<file path="config.mk">
export PLATFORM = sky130hd
export DESIGN_NAME = fifo_uart_tx_flat
export DESIGN_NICKNAME = d
export VERILOG_FILES = /design/src/rtl/fifo_uart_tx_pkg.sv /design/src/rtl/fifo_uart_tx_if.sv /design/src/rtl/fifo_uart_tx_bit_timer.sv /design/src/rtl/fifo_uart_tx.sv /design/src/flat_wrapper.sv
export SDC_FILE = /design/constraint.sdc
export NUM_CORES = 1
export LEC_CHECK = 0
export CORE_UTILIZATION = 30
export CTS_CLUSTER_DIAMETER = 80
export DETAILED_ROUTE_END_ITERATION = 6
export PLACE_DENSITY = 0.56
export SKIP_CTS_REPAIR_TIMING = 1
export SKIP_LAST_GASP = 1
export SLEW_MARGIN = 25
export SYNTH_ARGS = -nofsm -noshare
export SYNTH_HDL_FRONTEND = slang
export SYNTH_HIERARCHICAL = 1
export SYNTH_SLANG_ARGS = --single-unit
</file>
<file path="constraint.sdc">
create_clock -name clk -period 2.4 [get_ports clk]
set_input_delay 0.48 -clock clk [delete_from_list [all_inputs] [get_ports clk]]
set_output_delay 0.48 -clock clk [all_outputs]
set_load 0.01 [all_outputs]
</file>
<file path="src/rtl/fifo_uart_tx_pkg.sv">
// Shared UART transmit definitions: FSM state encoding and the idle line level.
package uart_defs;

  typedef logic [2:0] state_t;

  localparam state_t ST_IDLE  = 3'd0;
  localparam state_t ST_POP   = 3'd1;
  localparam state_t ST_LATCH = 3'd2;
  localparam state_t ST_START = 3'd3;
  localparam state_t ST_DATA  = 3'd4;
  localparam state_t ST_STOP  = 3'd5;

  localparam logic LINE_IDLE = 1'b1;

endpackage

</file>
<file path="src/rtl/fifo_uart_tx_if.sv">
// FIFO read port, frame gating and serial line bundle between the FIFO side and the transmitter.
interface fifo_uart_tx_if #(
  parameter int DATA_WIDTH = 8
);
  logic                  enable;
  logic                  empty;
  logic [DATA_WIDTH-1:0] rdata;
  logic                  rd;
  logic                  txd;
  logic                  busy;

  modport master (input enable, input empty, input rdata, output rd, output txd, output busy);
  modport slave  (output enable, output empty, output rdata, input rd, input txd, input busy);
endinterface

</file>
<file path="src/rtl/fifo_uart_tx_bit_timer.sv">
// Baud counter: tick marks the last clock of each serial bit period; clear holds it at zero.
module uart_bit_timer #(
  parameter int CLKS_PER_BIT = 16
) (
  input  logic clk,
  input  logic rst,
  input  logic clear,
  output logic tick
);
  localparam int CNT_W = (CLKS_PER_BIT > 1) ? $clog2(CLKS_PER_BIT) : 1;

  logic [CNT_W-1:0] cnt;

  assign tick = !clear && (cnt == CNT_W'(CLKS_PER_BIT - 1));

  always_ff @(posedge clk) begin
    if (!rst || clear || tick) cnt <= '0;
    else                       cnt <= cnt + CNT_W'(1);
  end
endmodule

</file>
<file path="src/rtl/fifo_uart_tx.sv">
// Pops one word from the FIFO per frame and shifts it out: start bit, data LSB first, stop bit.
module fifo_uart_tx
  import uart_defs::*;
#(
  parameter int DATA_WIDTH   = 8,
  parameter int CLKS_PER_BIT = 16
) (
  input  logic              clk,
  input  logic              rst,
  fifo_uart_tx_if.master    bus
);
  localparam int BIT_W = $clog2(DATA_WIDTH) + 1;

  state_t                state;
  state_t                next_state;
  logic                  rd_q;
  logic [DATA_WIDTH-1:0] shift;
  logic [BIT_W-1:0]      bit_cnt;
  logic                  tick;
  logic                  timer_clear;
  logic                  start_ok;
  logic                  txd_c;
  logic                  busy_c;

  assign start_ok    = bus.enable && !bus.empty;
  assign timer_clear = !(state == ST_START || state == ST_DATA || state == ST_STOP);

  uart_bit_timer #(.CLKS_PER_BIT(CLKS_PER_BIT)) u_timer (
    .clk   (clk),
    .rst   (rst),
    .clear (timer_clear),
    .tick  (tick)
  );

  // rd is registered from next_state so it is high exactly while in POP
  always_ff @(posedge clk) begin
    if (!rst) begin
      state <= ST_IDLE;
      rd_q  <= 1'b0;
    end else begin
      state <= next_state;
      rd_q  <= (next_state == ST_POP);
    end
  end

  always_ff @(posedge clk) begin
    if (!rst) begin
      shift   <= '0;
      bit_cnt <= '0;
    end else if (state == ST_LATCH) begin
      shift   <= bus.rdata;
      bit_cnt <= '0;
    end else if (state == ST_DATA && tick) begin
      shift   <= shift >> 1;
      bit_cnt <= bit_cnt + BIT_W'(1);
    end
  end

  always_comb begin
    next_state = state;
    case (state)
      ST_IDLE:  if (start_ok) next_state = ST_POP;
      ST_POP:   next_state = ST_LATCH;
      ST_LATCH: next_state = ST_START;
      ST_START: if (tick) next_state = ST_DATA;
      ST_DATA:  if (tick && bit_cnt == BIT_W'(DATA_WIDTH - 1)) next_state = ST_STOP;
      ST_STOP:  if (tick) next_state = start_ok ? ST_POP : ST_IDLE;
      default:  next_state = ST_IDLE;
    endcase
  end

  always_comb begin
    txd_c  = LINE_IDLE;
    busy_c = (state != ST_IDLE);
    case (state)
      ST_START: txd_c = ~LINE_IDLE;
      ST_DATA:  txd_c = shift[0];
      default:  txd_c = LINE_IDLE;
    endcase
  end

  assign bus.rd   = rd_q;
  assign bus.txd  = txd_c;
  assign bus.busy = busy_c;
endmodule
</file>
<file path="src/flat_wrapper.sv">
// flat-port wrapper written by rule: the top's interface ports become plain ports
module fifo_uart_tx_flat import uart_defs::*;
#(
  parameter int DATA_WIDTH   = 8,
  parameter int CLKS_PER_BIT = 16
)
  (clk, rst, bus_enable, bus_empty, bus_rdata, bus_rd, bus_txd, bus_busy);
  fifo_uart_tx_if #(.DATA_WIDTH(DATA_WIDTH)) bus_i ();
  input  logic clk;
  input  logic rst;
  input wire logic [$bits(bus_i.enable)-1:0] bus_enable;
  input wire logic [$bits(bus_i.empty)-1:0] bus_empty;
  input wire logic [$bits(bus_i.rdata)-1:0] bus_rdata;
  output wire logic [$bits(bus_i.rd)-1:0] bus_rd;
  output wire logic [$bits(bus_i.txd)-1:0] bus_txd;
  output wire logic [$bits(bus_i.busy)-1:0] bus_busy;
  assign bus_i.enable = bus_enable;
  assign bus_i.empty = bus_empty;
  assign bus_i.rdata = bus_rdata;
  assign bus_rd = bus_i.rd;
  assign bus_txd = bus_i.txd;
  assign bus_busy = bus_i.busy;
  fifo_uart_tx #(.DATA_WIDTH(DATA_WIDTH), .CLKS_PER_BIT(CLKS_PER_BIT)) u_core (.clk(clk), .rst(rst), .bus(bus_i));
endmodule
</file>
== Yosys cells after proc, flatten, opt, wreduce, memory -nomap -nowiden ==
Cells that the tools add are included.
Storage, ports and cells
  output and inout bits: 3
  register bits after elaboration: 20
  input port bits: 12
  word-level logic and storage cells: 40
Operators by class
  reductions and logical operators: 15
  add/sub/neg operators: 2
  multiplexer cells: 9
  equality and inequality tests: 8
  bitwise gates (word level): 1
Operators by type and width (number)
  case mux 3 bit (6 select lines): 1
  two-way mux 8 bit: 2
  two-way mux 3 bit: 4
  adder 4 x 1 -> 4 bit (second input constant): 2
  equality test 3 x 1 -> 1 bit (second input constant): 2
  equality test 3 x 2 -> 1 bit (second input constant): 2
  equality test 3 bit (second input constant): 2
  equality test 4 x 3 -> 1 bit (second input constant): 1
  equality test 4 bit (second input constant): 1
  logical AND 1 bit: 4
  logical OR 1 bit: 4
  logical NOT 1 bit: 3
  logical NOT 3 bit: 1
  nonzero test 3 bit: 1
  case mux 1 bit (2 select lines): 1
  nonzero test 2 bit: 1
  OR reduction 2 bit: 1
  two-way mux 1 bit: 1
  inverter 1 bit: 1

== Logic depth before layout (Yosys ltp) ==
  depth in word-level cells: 8
  mapped depth: 9
  gate-level depth less buffers: 7

== Hierarchy ==
The synthesis kept the hierarchy.
Modules (own cells, without submodules)
  fifo_uart_tx: instances 1, area each 752.0 µm², seq. area each 320.3 µm², cells each 92
  uart_bit_timer: instances 1, area each 161.4 µm², seq. area each 80.1 µm², cells each 16

== Least setup slack after synthesis ==
No wires, ideal clock.
  kind: reg-to-reg
  start point: register u_core.state[2]
  end point: register u_core.rd_q (netlist: u_core/bus.rd)
  path slack: 498 ps
  stages on the path, launching flop included: 9
  required time: 2269 ps
  period minus slack after synthesis: 1902 ps
  library setup time: 131 ps
  arrival time: 1771 ps
  path buffers: 1
  path through: dfxtp_1 > and2b_1 > a21oi_1 > nor2_1 > buf_2 > and4bb_1 > and4b_1 > a311oi_1 > nor4bb_1
On the way
  cells in the longest elaborated chain, start to end: 8
  elaborated cells on any way between the ends: 16
  those cells by class: eq/ne: 6; mux: 5; reduce/logical: 5
Ends and longest elaborated chain
  from (decl): line fifo_uart_tx.sv:14  | state_t state;
  from (signal assigned): line fifo_uart_tx.sv:41  | state <= next_state;
  equality test 3 x 2 -> 1 bit / equality test 3 bit (equally long branches): line fifo_uart_tx.sv:26  | assign timer_clear = !(state == ST_START || state == ST_DATA || state == ST_STOP);
  logical OR 1 bit: line fifo_uart_tx.sv:26
  logical OR 1 bit (*): line fifo_uart_tx.sv:26
  logical AND 1 bit (*): line fifo_uart_tx_bit_timer.sv:14  | assign tick = !clear && (cnt == CNT_W'(CLKS_PER_BIT - 1));
  net u_core.tick: line fifo_uart_tx.sv:19  | logic tick;
  logical AND 1 bit: line fifo_uart_tx.sv:66  | ST_DATA: if (tick && bit_cnt == BIT_W'(DATA_WIDTH - 1)) next_state = ST_STOP;
  two-way mux 3 bit: line fifo_uart_tx.sv:66
  case mux 3 bit (6 select lines) (*): line fifo_uart_tx.sv:61  | case (state)
  equality test 3 x 1 -> 1 bit (*): line fifo_uart_tx.sv:42  | rd_q <= (next_state == ST_POP);
  to (signal assigned): line fifo_uart_tx.sv:42
  to (decl): line fifo_uart_tx.sv:16  | logic rd_q;
The timed path passes the listed nets; every way through them passes the cells marked *.
A chain may end at the register's enable or synchronous reset.

== Worst setup path in the final report ==
  start point: register u_core.state[0]
  end point: output port bus_busy
On the way
  cells in the longest elaborated chain, start to end: 1
Ends and longest elaborated chain
  nonzero test 3 bit: line fifo_uart_tx.sv:74  | busy_c = (state != ST_IDLE);
  to (decl): line flat_wrapper.sv:16  | output wire logic [$bits(bus_i.busy)-1:0] bus_busy;
Every way passes these cells.

==> impl_metrics.yaml <==
clock_tree:
  cts-root-buf: "clkbuf_4"
  cts_buffers: 3
  cts-htree-levels: 1
  cts_buffer_depth: 2
  cts_tree: "built"
  cts_num_sinks: 20
  clkLatencyLatePin_ns: 0.30
  clkTransAtPathRegs_ns: 0.12
placement:
  place_congestion: 0.7640
  placed_area_um2: 1085
  dp_hpwl_um: 1265
  portBuffers: 14
setup_path:
  crit_slowest_cell: "clkdlybuf4s50_1"
  end_kind: "primary output"
  crit_buf_inv: 2
  worstSetupStartpointType: "flip-flop"
  crit_family: "buffers and inverters"
  cp.required_ns: 1.92
  path_max_fanout: 10
  crit_type: "reg -> out"
  path_cells: "buf_4 > or3_1 > clkdlybuf4s50_1"
  arrival_ns: 1.76
  worst_path_largest_cell_delay_ns: 0.48
timing:
  drv_slew: 0
  hold_violations: 0
  skew_ns: 0.01213
  final-setup-viol-count: 0
  fmax_mhz: 446.4
  fin_tns_setup_ns: 0
  slew_headroom: 0.6711
  tightest_slew_ns: 0.4916
  rsz0062_at_grt: "false"
  layout_min_cycle_time_ns: 2.240
  period_share: 0.9335
cells_and_area:
  final_cell_mix: "dfxtp_1 (20), nand2_1 (18), clkdlybuf4s50_1 (14)"
  layout_commonest_cell: "dfxtp_1"
  diodes: 0
  area_growth_pct: 22.74
  multi_input_area_um2: 479.2
  seq_area_um2: 400.4
  design_area_um2: 1121
  fill_cells: 290
  fin_util: 0.3963
  drive_gt1_frac: 0.07317
  fin_nets: 138
floorplan:
  die_area_um2: 3269
  die_x_um: 57.18
  die_h_um: 57.18
  ioPinCount: 15
  coreArea_um2: 2829
  start_util: 0.3229
  row_count: 19
route:
  first_iter_violations: 21
  final_antenna_net_count: 0
  drc: 0
  vias_per_cell: 5.065
  wl_um: 1855
  firstDrtPassIters: 5
  vias: 780
  wl_per_cell_um: 12.05
grt:
  grt_pass1_wl_um: 3118
  grt_use_total: 0.1213
  antenna_found_initial: 0
  grt_max_degree: 17
  grt_pass1_vias: 734
  overflow: 0
yosys:
  synth_compound_area_frac: 0.1753
  synthesis.nets: 122
  yosys.area_share.xor_xnor: 0.04795
  yosysTopAreaCell: "dfxtp_1"
  syn_area_um2: 913.4
  synth_area_leaders: "dfxtp_1 (44%), nand2_1 (7.4%), a31oi_1 (6.2%), o21ai_0 (4.9%), xor2_1 (2.9%)"
  synth.distinct_cells: 31
  synth_seq_area_share: 0.4384
  ys_warn_count: 6
  synthMuxAreaShare: 0
  synth_top_area_share: 0.4384
  synth_top_family_by_area: "simple AND/OR/NAND/NOR gates"
  synth_area_per_cell_um2: 8.457
  synth_cells: 108
  synth_seq_cells: 20
  synth-simple-area-share: 0.2740
  synth-adder-area-share: 0.02740
hold_path:
  hp-class: "reg -> reg"
pwr:
  p_per_area_nw_per_um2: 559.8
  leakage_nw: 0.3925
  max-vdd-ir-drop_v: 0.0002927
run:
  drv_cap: 0
run_status:
  status: "completed"
[cell usage after synthesis]
library cell  count
dfxtp_1          20
nand2_1          18
a31oi_1           9
o21ai_0           9
nor2_1            6
a21oi_1           4
nand3_1           4
buf_2             3
inv_1             3
nand3b_1          3
nor2b_1           3
xor2_1            3
a21boi_0          2
clkbuf_1          2
ha_1              2
xnor2_1           2
a311oi_1          1
and2b_1           1
and4b_1           1
and4bb_1          1
nand2b_1          1
nand2b_2          1
nand4_1           1
nor2_2            1
nor3_1            1
nor3b_1           1
nor3b_2           1
nor4bb_1          1
o211ai_1          1
o21a_1            1
or3_1             1
[stage by stage]
stage          total power [mW]  hold WS (ns)  instances  setup WS (ns)
6_report                 0.6276        0.4521        154         0.1596
5_1_grt                  0.6582        0.4846        154       0.001253
4_1_cts                  0.6395        0.4593        154         0.1415
3_5_place_dp             0.4374        0.4415        150         0.2639
3_3_place_gp             0.4364        0.4334        150         0.3567
2_1_floorplan            0.4020        0.4176        108         0.4981
[final timing paths]
check                   startpoint               endpoint  slack [ns]  depth (start not counted)
max                u_core/state[0]               bus_busy        0.16                          3
min          u_core/u_timer/cnt[0]  u_core/u_timer/cnt[0]        0.45                          1
max reg2reg        u_core/state[1]          u_core/bus.rd        0.20                          7
min reg2reg  u_core/u_timer/cnt[0]  u_core/u_timer/cnt[0]        0.45                          1
[area by class of cell]
cell class | instances | share of cell area
multi-input combinational | 80 | 0.4275
sequential | 20 | 0.3571
timing repair buffer | 16 | 0.1384
tap | 31 | 0.03460
clock buffer | 4 | 0.03237
inverter | 3 | 0.01004
[power breakdown]
group,leakage [nW],switching [mW],internal [mW]
clock,0.0210,0.105,0.0926
combinational,0.209,0.0310,0.0423
sequential,0.162,0.0107,0.346
total,0.393,0.147,0.481
[logic make-up (layout without fill, tap and decap cells)]
| logic type | Yosys count | after routing |
|---|---|---|
| DFF | 20 | 20 |
| buffers and inverters | 8 | 23 |
| AOI/OAI and AO/OA | 27 | 27 |
| xor gates and xnor gates | 5 | 5 |
| and+or+nand+nor | 46 | 46 |
| adders and majority gates | 2 | 2 |
[sequential cells by signal, summed over array words and instances (netlist names)]
| register | flops |
|---|---|
| u_core/state | 3 |
| u_core/shift | 8 |
| u_core/bit_cnt | 4 |
| u_core/u_timer/cnt | 4 |
| u_core/bus.rd | 1 |
[routing by layer]
| layer | wire (um) | up-vias | part of all wire | GRT usage |
|---|---|---|---|---|
| met5 | 0 | - | 0 | 0 |
| met4 | 17 | 0 | 0.0092 | 0.03136 |
| met3 | 46 | 2 | 0.025 | 0.03628 |
| met2 | 816 | 10 | 0.44 | 0.1933 |
| met1 | 976 | 359 | 0.53 | 0.1610 |
| li1 | - | 409 | - | - |
[worst register-to-register path: stages, from the launching register on]
cell and delay [ns]:
dfxtp_1 0.47, and2b_1 0.25, a21oi_1 0.13, nor2_1 0.43
a21boi_0 0.18, o21a_1 0.21, a311oi_1 0.32, nor4bb_1 0.10
Power figures use the tool's default switching activity.
